<file path="src/rtl/duty_ramp.sv">
// Duty-word conditioner for the 11-bit PWM stage: period-aligned slew limiting,
// soft start/stop on en, and a latched over-current shutdown.
module duty_ramp #(
    parameter int unsigned STEP      = 16,
    parameter int unsigned DUTY_MAX  = 2000,
    parameter int unsigned FAULT_LIM = 4
) (
    input  logic        clk,
    input  logic        rst_n,
    input  logic        en,
    input  logic [10:0] duty_tgt,
    input  logic        PWM_synch,
    input  logic        OVR_I_blank_n,
    input  logic        OVR_I,
    output logic [10:0] duty,
    output logic        ramping,
    output logic        shutdown
);

    localparam logic [11:0] STEP_W = 12'(STEP);
    localparam logic [10:0] DMAX   = 11'(DUTY_MAX);
    localparam logic [3:0]  LIM    = 4'(FAULT_LIM);

    typedef enum logic [1:0] {IDLE, RUN, DOWN, FAULT} state_t;

    state_t      state_q;
    logic [10:0] duty_q;
    logic        ramping_q;
    logic        shutdown_q;
    logic        flag_q;
    logic [3:0]  cnt_q;

    logic [10:0] tgt_eff_d;
    logic [10:0] up_duty_d;
    logic [10:0] dn_duty_d;
    logic        flag_d;
    logic [3:0]  cnt_inc_d;
    logic        trip_d;

    // Both operands are widened to 12 bits so the +/-STEP move can never wrap.
    function automatic logic [10:0] step_toward(input logic [10:0] cur, input logic [10:0] tgt);
        logic [11:0] c;
        logic [11:0] t;
        logic [11:0] r;
        c = {1'b0, cur};
        t = {1'b0, tgt};
        if (t >= c) begin
            r = (t - c <= STEP_W) ? t : c + STEP_W;
        end else begin
            r = (c - t <= STEP_W) ? t : c - STEP_W;
        end
        return r[10:0];
    endfunction

    always_comb begin
        tgt_eff_d = (duty_tgt > DMAX) ? DMAX : duty_tgt;
        up_duty_d = step_toward(duty_q, tgt_eff_d);
        dn_duty_d = step_toward(duty_q, 11'd0);
        // The sample on the synch cycle itself belongs to the period now ending.
        flag_d    = flag_q | (OVR_I & OVR_I_blank_n);
        cnt_inc_d = (cnt_q == 4'hF) ? cnt_q : cnt_q + 4'd1;
        trip_d    = PWM_synch && flag_d && (state_q != FAULT) && (cnt_inc_d >= LIM);
    end

    always_ff @(posedge clk) begin
        if (!rst_n) begin
            state_q    <= IDLE;
            duty_q     <= 11'd0;
            ramping_q  <= 1'b0;
            shutdown_q <= 1'b0;
            flag_q     <= 1'b0;
            cnt_q      <= 4'd0;
        end else begin
            if (PWM_synch) begin
                flag_q <= 1'b0;
                cnt_q  <= flag_d ? cnt_inc_d : 4'd0;
            end else begin
                flag_q <= flag_d;
            end

            if (trip_d) begin
                state_q    <= FAULT;
                duty_q     <= 11'd0;
                ramping_q  <= 1'b0;
                shutdown_q <= 1'b1;
            end else if (PWM_synch) begin
                case (state_q)
                    IDLE: begin
                        if (en) begin
                            state_q   <= RUN;
                            duty_q    <= up_duty_d;
                            ramping_q <= (up_duty_d != tgt_eff_d);
                        end else begin
                            duty_q    <= 11'd0;
                            ramping_q <= 1'b0;
                        end
                    end
                    RUN, DOWN: begin
                        if (en) begin
                            state_q   <= RUN;
                            duty_q    <= up_duty_d;
                            ramping_q <= (up_duty_d != tgt_eff_d);
                        end else if (dn_duty_d == 11'd0) begin
                            state_q   <= IDLE;
                            duty_q    <= 11'd0;
                            ramping_q <= 1'b0;
                        end else begin
                            state_q   <= DOWN;
                            duty_q    <= dn_duty_d;
                            ramping_q <= 1'b1;
                        end
                    end
                    FAULT: begin
                        duty_q    <= 11'd0;
                        ramping_q <= 1'b0;
                        if (!en) begin
                            state_q    <= IDLE;
                            shutdown_q <= 1'b0;
                            cnt_q      <= 4'd0;
                        end
                    end
                    default: begin
                        state_q <= IDLE;
                        duty_q  <= 11'd0;
                    end
                endcase
            end
        end
    end

    assign duty     = duty_q;
    assign ramping  = ramping_q;
    assign shutdown = shutdown_q;

endmodule

</file>
<file path="config.mk">
export PLATFORM = sky130hd
export DESIGN_NAME = duty_ramp
export DESIGN_NICKNAME = d
export VERILOG_FILES = /design/src/rtl/duty_ramp.sv
export SDC_FILE = /design/constraint.sdc
export NUM_CORES = 1
export LEC_CHECK = 0
export ABC_AREA = 0
export ABC_CLOCK_PERIOD_IN_PS = 4650
export CAP_MARGIN = 20
export CORE_MARGIN = 5
export CORE_UTILIZATION = 40
export CTS_BUF_LIST = sky130_fd_sc_hd__clkbuf_16
export CTS_CLUSTER_SIZE = 40
export DETAILED_ROUTE_END_ITERATION = 16
export HOLD_SLACK_MARGIN = 0.1
export SYNTH_ARGS = -nofsm -noshare
export SYNTH_HDL_FRONTEND = slang
export SYNTH_SLANG_ARGS = --single-unit
export TNS_END_PERCENT = 100
</file>
<file path="constraint.sdc">
create_clock -name clk -period 4.65 [get_ports clk]
set_clock_uncertainty 0.15 [all_clocks]
set_input_delay 0.6975 -clock clk [delete_from_list [all_inputs] [get_ports clk]]
set_output_delay 0.6975 -clock clk [all_outputs]
set_load 0.03 [all_outputs]
</file>
# [After elaboration in Yosys (flattened, before gate mapping)]
# Index checks and enable logic that the tools add are counted.
[totals] ff_bits=20 inputBits=17 out_inout_bits=13 elab_cells=77
[classes] addsub=6 n_lt_le_gt_ge=8 eq_ne=9 n_mux=33 bitwise_logic=3 reduce_logical=12
[op_table] operator="11-bit 2-to-1 mux" count=10
[op_table] operator="12-bit by 5-bit <= comparator with 1-bit output (second input constant)" count=3
[op_table] operator="11-bit case mux with 3 select lines" count=1
[op_table] operator="4-bit 2-to-1 mux" count=7
[op_table] operator="11-bit by 11-bit subtractor with 12-bit output" count=2
[op_table] operator="2-bit 2-to-1 mux" count=6
[op_table] operator="1-bit by 11-bit subtractor with 12-bit output (first input constant)" count=1
[op_table] operator="11-bit by 5-bit adder with 11-bit output (second input constant)" count=1
[op_table] operator="1-bit by 11-bit >= comparator with 1-bit output (first input constant)" count=1
[op_table] operator="11-bit >= comparator" count=1
[op_table] operator="11-bit > comparator (second input constant)" count=1
[op_table] operator="11-bit by 5-bit <= comparator with 1-bit output (second input constant)" count=1
[op_table] operator="11-bit logical NOT" count=1
[op_table] operator="11-bit inequality test" count=1
[op_table] operator="11-bit by 5-bit subtractor with 11-bit output (second input constant)" count=1
[op_table] operator="1-bit 2-to-1 mux" count=7
[op_table] operator="3-bit inequality test (second input constant)" count=2
[op_table] operator="2-bit case mux with 3 select lines" count=1
[op_table] operator="3-bit AND reduction" count=2
[op_table] operator="2-bit OR reduction" count=3
[op_table] operator="4-bit by 1-bit adder with 4-bit output (second input constant)" count=1
[op_table] operator="2-bit equality test (second input constant)" count=2
[op_table] operator="4-bit equality test (second input constant)" count=1
[op_table] operator="4-bit by 3-bit >= comparator with 1-bit output (second input constant)" count=1
[op_table] operator="other kinds (10)" count=13

# [Depth between registers and ports, before layout]
[logic_depth] depth_word=10 ltp_mapped=17

# [Worst setup path after synthesis]
# Ideal clock, no wire load.
[synth_path] path_kind="input-to-reg" start="input duty_tgt[8]" end="register duty_q[9] (netlist: duty[9])" setup_ns=0.092 arrival_ns=3.931 required_time_ns=4.408 setup_slack_ns=0.477 stages=14 cell_sequence="buf_2 and4_1 buf_2 nand2_1 nand2_1 ha_1 and3b_1 a2bb2oi_1 or3_1 a221oi_2 o211ai_1 a2111o_1 a311o_1 o32ai_1"
[synth_between] elab_chain_cells=8 word_cells_on_any_way=13 classes_between="2 x add/sub; 4 x order compare; 7 x mux"
[synth_rtl] item="start, declared" line_no="11" text="input logic [10:0] duty_tgt,"
[synth_rtl] item="11-bit > comparator" line_no="56" text="tgt_eff_d = (duty_tgt > DMAX) ? DMAX : duty_tgt;"
[synth_rtl] item="11-bit 2-to-1 mux *" line_no="56"
[synth_rtl] item="11-bit by 11-bit subtractor with 12-bit output (on tied branches)" line_no="50, 48"
[synth_rtl] item="12-bit by 5-bit <= comparator with 1-bit output (on tied branches)" line_no="50, 48"
[synth_rtl] item="11-bit 2-to-1 mux (on tied branches)" line_no="50, 48"
[synth_rtl] item="11-bit 2-to-1 mux *" line_no="47" text="if (t >= c) begin"
[synth_rtl] item="11-bit 2-to-1 mux (on tied branches)" line_no="99, 89"
[synth_rtl] item="11-bit case mux with 3 select lines *" line_no="87" text="case (state_q)"
[synth_rtl] item="end signal, assigned" line_no="91" text="duty_q <= up_duty_d;"
[synth_rtl] item="end signal, assigned" line_no="101" text="duty_q <= up_duty_d;"
[synth_rtl] item="end signal, assigned" line_no="109" text="duty_q <= dn_duty_d;"
[synth_rtl] item="end, declared" line_no="27" text="logic [10:0] duty_q;"
# Every way passes the cells marked *; elsewhere a longest branch is shown, timed or not.
# A chain may end at the register's enable or synchronous reset.

# [Final worst setup path]
[layout_path] start="input duty_tgt[10]" end="register duty_q[2] (netlist: duty[2])"
# The elaborated chain is that of the path after synthesis.

==> results.toml <==
[global_routing]
antenna_found_initial = 0
grt_util_all_layers_pct = 20.6
grt_pass1_vias = 4043
overflow = 0
grt_max_degree = 24
grt_first_pass_wirelength_mm = 19.2

[setup_path]
cpLargestDelayFamily = "compound AO/OA/AOI/OAI gates"
end_kind = "register"
cp.arrival_ns = 4.52
max_stage_delay_ns = 0.55
timing_worst_setup_path_type = "input port to register"
worstPathRequired_ns = 4.68
startpoint_type = "input port"
crit_path_max_fanout = 8
cp_cell_sequence = "clkdlybuf4s50_1, and4_1, nand2_1, nand2_1, buf_4, ha_1, nand2_1, nor2_1, or3_1, a221oi_2, o211ai_1, a2111o_1, buf_4, a211o_1, a21oi_1"
crit_buf_inv = 3
crit_slowest_cell = "clkdlybuf4s50_1"
cp_common_cell = "nand2_1"

[logic_synthesis]
async_reset_ff_share_pct = 0
synthesis.nets = 547
synth_top_family_by_area = "compound AO/OA/AOI/OAI gates"
yosysSeqAreaShare_pct = 11.4
ys_warn_count = 0
synth_edf_count = 0
syn_inst = 502
synth_fa_ha_area_share_pct = 10.0
synthMuxAreaShare_pct = 3.07
synth_area_leaders = "dfxtp_1 11%, ha_1 10%, xnor2_1 5.8%"
synth_ff_type = "dfxtp_1"
synth_seq_cells = 20
yosysTopAreaCell = "dfxtp_1"
synthDistinctLibCells = 72
synth_xor_area_share_pct = 7.00
avgSynthCellArea_sq_um = 6.98
yosys.area.top_type_share_pct = 11.4
synth_compound_area_share_pct = 33.4
syn-cell-area_sq_um = 3500
synth-simple-area-share_pct = 28.2

[place]
gp_congestion = 0.892
dp.cells = 647
port_buffers = 29
hpwl_mm = 9.16

[min_path]
hold_class = "register to register"

[timing]
max_freq_ghz = 0.223
period_needed_ns = 4.49
finalSetupViolCount = 0
slew_violations = 0
hold_viol = 0
holdWs_ns = 0.319
tightest_slew_ns = 0.785
max_slew_margin_pct = 47.3
min_period_over_period_pct = 96.6

[cells_and_area]
stdcell_count = 653
antenna_cells = 0
final_nets = 591
post-route-util_pct = 49.3
area_growth_pct = 21.5
drive_above_1_share_pct = 11.7

[cts]
clock_path_buffers = 2
cts_inserted_buffers = 3
cts_root_buf = "clkbuf_16"
numClockSinks = 20
cts_max_level = 1
clk_pin_slew_worst_paths_ns = 0.06
cts_tree = "built"
clock_latency_ns = 0.26
hold_buffers = 0

[routing]
routedWlPerCell_um = 18.0
routed_wl_mm = 11.8
drt_pass1_iterations = 6
ant_nets = 0
drt_iter0_markers = 226
drc = 0
vias_per_cell = 6.38
via_count = 4165

[power]
p_per_area_nw_per_um2 = 241
swShare_pct = 41.8
p_leak_nw = 1.64
pwr-share-comb_pct = 56.9
total_power_mw = 1.03
p_int_mw = 0.598
ir_drop_v = 0.000202
p_sw_mw = 0.429
p_clk_share_pct = 23.8
pwr-share-seq_pct = 19.3

[outcome]
outcome = "finished, final reports clean"

[floorplan]
die_width_um = 104
die_area_sq_um = 10700
num_rows = 34
initial_core_util_pct = 40.6
core-area_sq_um = 8640
die_y_um = 104
num_io_pins = 30

[flow_run]
max-cap-violations = 0
logic make-up (layout without fill, tap and decap cells):
| kind of cell | count (synthesis) | in the layout |
|---|---|---|
| AND/OR/NAND/NOR | 183 | 183 |
| XOR/XNOR | 28 | 28 |
| multiplexers | 9 | 9 |
| AO/OA/AOI/OAI | 171 | 172 |
| flip-flops | 20 | 20 |
| adder cells (fa/ha/maj) | 28 | 28 |
| buffers and inverters | 63 | 105 |
worst reg2reg max path: cells and delay by family, from the launching register on:
| kind | cells | cell delay, ns |
|---|---|---|
| AND/OR/NAND/NOR | 3 | 0.44 |
| buffers and inverters | 2 | 0.42 |
| adder cells (fa/ha/maj) | 1 | 0.54 |
| AO/OA/AOI/OAI | 5 | 1.53 |
| flip-flops | 1 | 0.69 |
power groups by stage:
stage	clock [mW]	combinational, mW	sequential [mW]
3_3_place_gp	0	0.553	0.201
3_5_place_dp	0	0.558	0.202
4_1_cts	0.249	0.563	0.198
2_1_floorplan	0	0.387	0.207
6_report	0.245	0.584	0.198
5_1_grt	0.255	0.638	0.200
routing by layer:
metal	vias to the layer above	share of wire (%)	GRT usage, %
li1	1984	-	-
met1	1969	43	26.4
met2	177	48	35.7
met3	35	6.3	1.80
met4	0	3.1	7.69
met5	-	0	0
flip-flops by register name, summed over array words and instances (netlist names):
signal    cells
cnt_q         4
duty         11
flag_q        1
ramping       1
shutdown      1
state_q       2
synthesized netlist by cell type (all sizes together) (6+ instances only):
| cell type | count |
|---|---|
| nand2 | 40 |
| a21oi | 38 |
| o21ai | 35 |
| inv | 32 |
| ha | 28 |
| nor2 | 28 |
| clkbuf | 27 |
| nand3 | 26 |
| xnor2 | 23 |
| dfxtp | 20 |
| and3 | 13 |
| nor3 | 12 |
| a211oi | 11 |
| a31oi | 10 |
| nand2b | 10 |
| o211ai | 9 |
| nand4 | 7 |
| nor2b | 7 |
| o32ai | 7 |
| nor4 | 6 |
| or3 | 6 |
metrics by stage:
step / cell area (sq um) / setup WS (ns) / TNS [ns]
floorplan: 3500 / 0.477 / 0
global placement: 4100 / -0.0496 / -0.154
detailed placement: 4100 / -0.0670 / -0.401
CTS: 4210 / 0.190 / 0
global route: 4260 / -0.0795 / -0.145
finish: 4260 / 0.158 / 0
area by class of cell:
| cell class | count | area, sq um |
|---|---|---|
| Clock buffer | 3 | 75.1 |
| Clock inverter | 1 | 30.0 |
| Fill cell | 881 | 4380 |
| Inverter | 32 | 120 |
| Multi-Input combinational cell | 420 | 2910 |
| Sequential cell | 20 | 400 |
| Tap cell | 108 | 135 |
| Timing Repair Buffer | 69 | 591 |
worst paths after layout:
path	start	cells after the start	slack, ns	end
setup / recovery	duty_tgt[10]	15	0.16	duty[2]$_SDFFE_PP0P_
hold / removal	shutdown$_SDFFE_PN0P_	2	0.32	shutdown$_SDFFE_PN0P_
setup reg to reg	duty[6]$_SDFFE_PP0P_	11	0.79	duty[8]$_SDFFE_PP0P_
hold reg to reg	shutdown$_SDFFE_PN0P_	2	0.32	shutdown$_SDFFE_PN0P_
cell usage in the layout (no fill, tap or decap), types with 7 or more instances in the layout:
cell / netlist / final
o32ai_1: 7 / 7
inv_1: 32 / 32
buf_4: 0 / 40
a21oi_1: 38 / 35
and3_1: 13 / 13
nand2_1: 40 / 40
ha_1: 28 / 28
a31oi_1: 10 / 9
xnor2_1: 23 / 23
a211oi_1: 11 / 11
o211ai_1: 9 / 9
clkdlybuf4s50_1: 0 / 29
nor2_1: 28 / 28
dfxtp_1: 20 / 20
o21ai_0: 29 / 29
nor3_1: 12 / 12
nand3_1: 26 / 25
nor2b_1: 7 / 7
nand2b_1: 10 / 10
repair_timing:
| action | in CTS | in global routing |
|---|---|---|
| resized for setup | 0 | 8 |
| setup buffers | 0 | 1 |
| endpoints found under the setup margin | 0 | 10 |
Note: power is estimated with default switching activity, not from simulation.
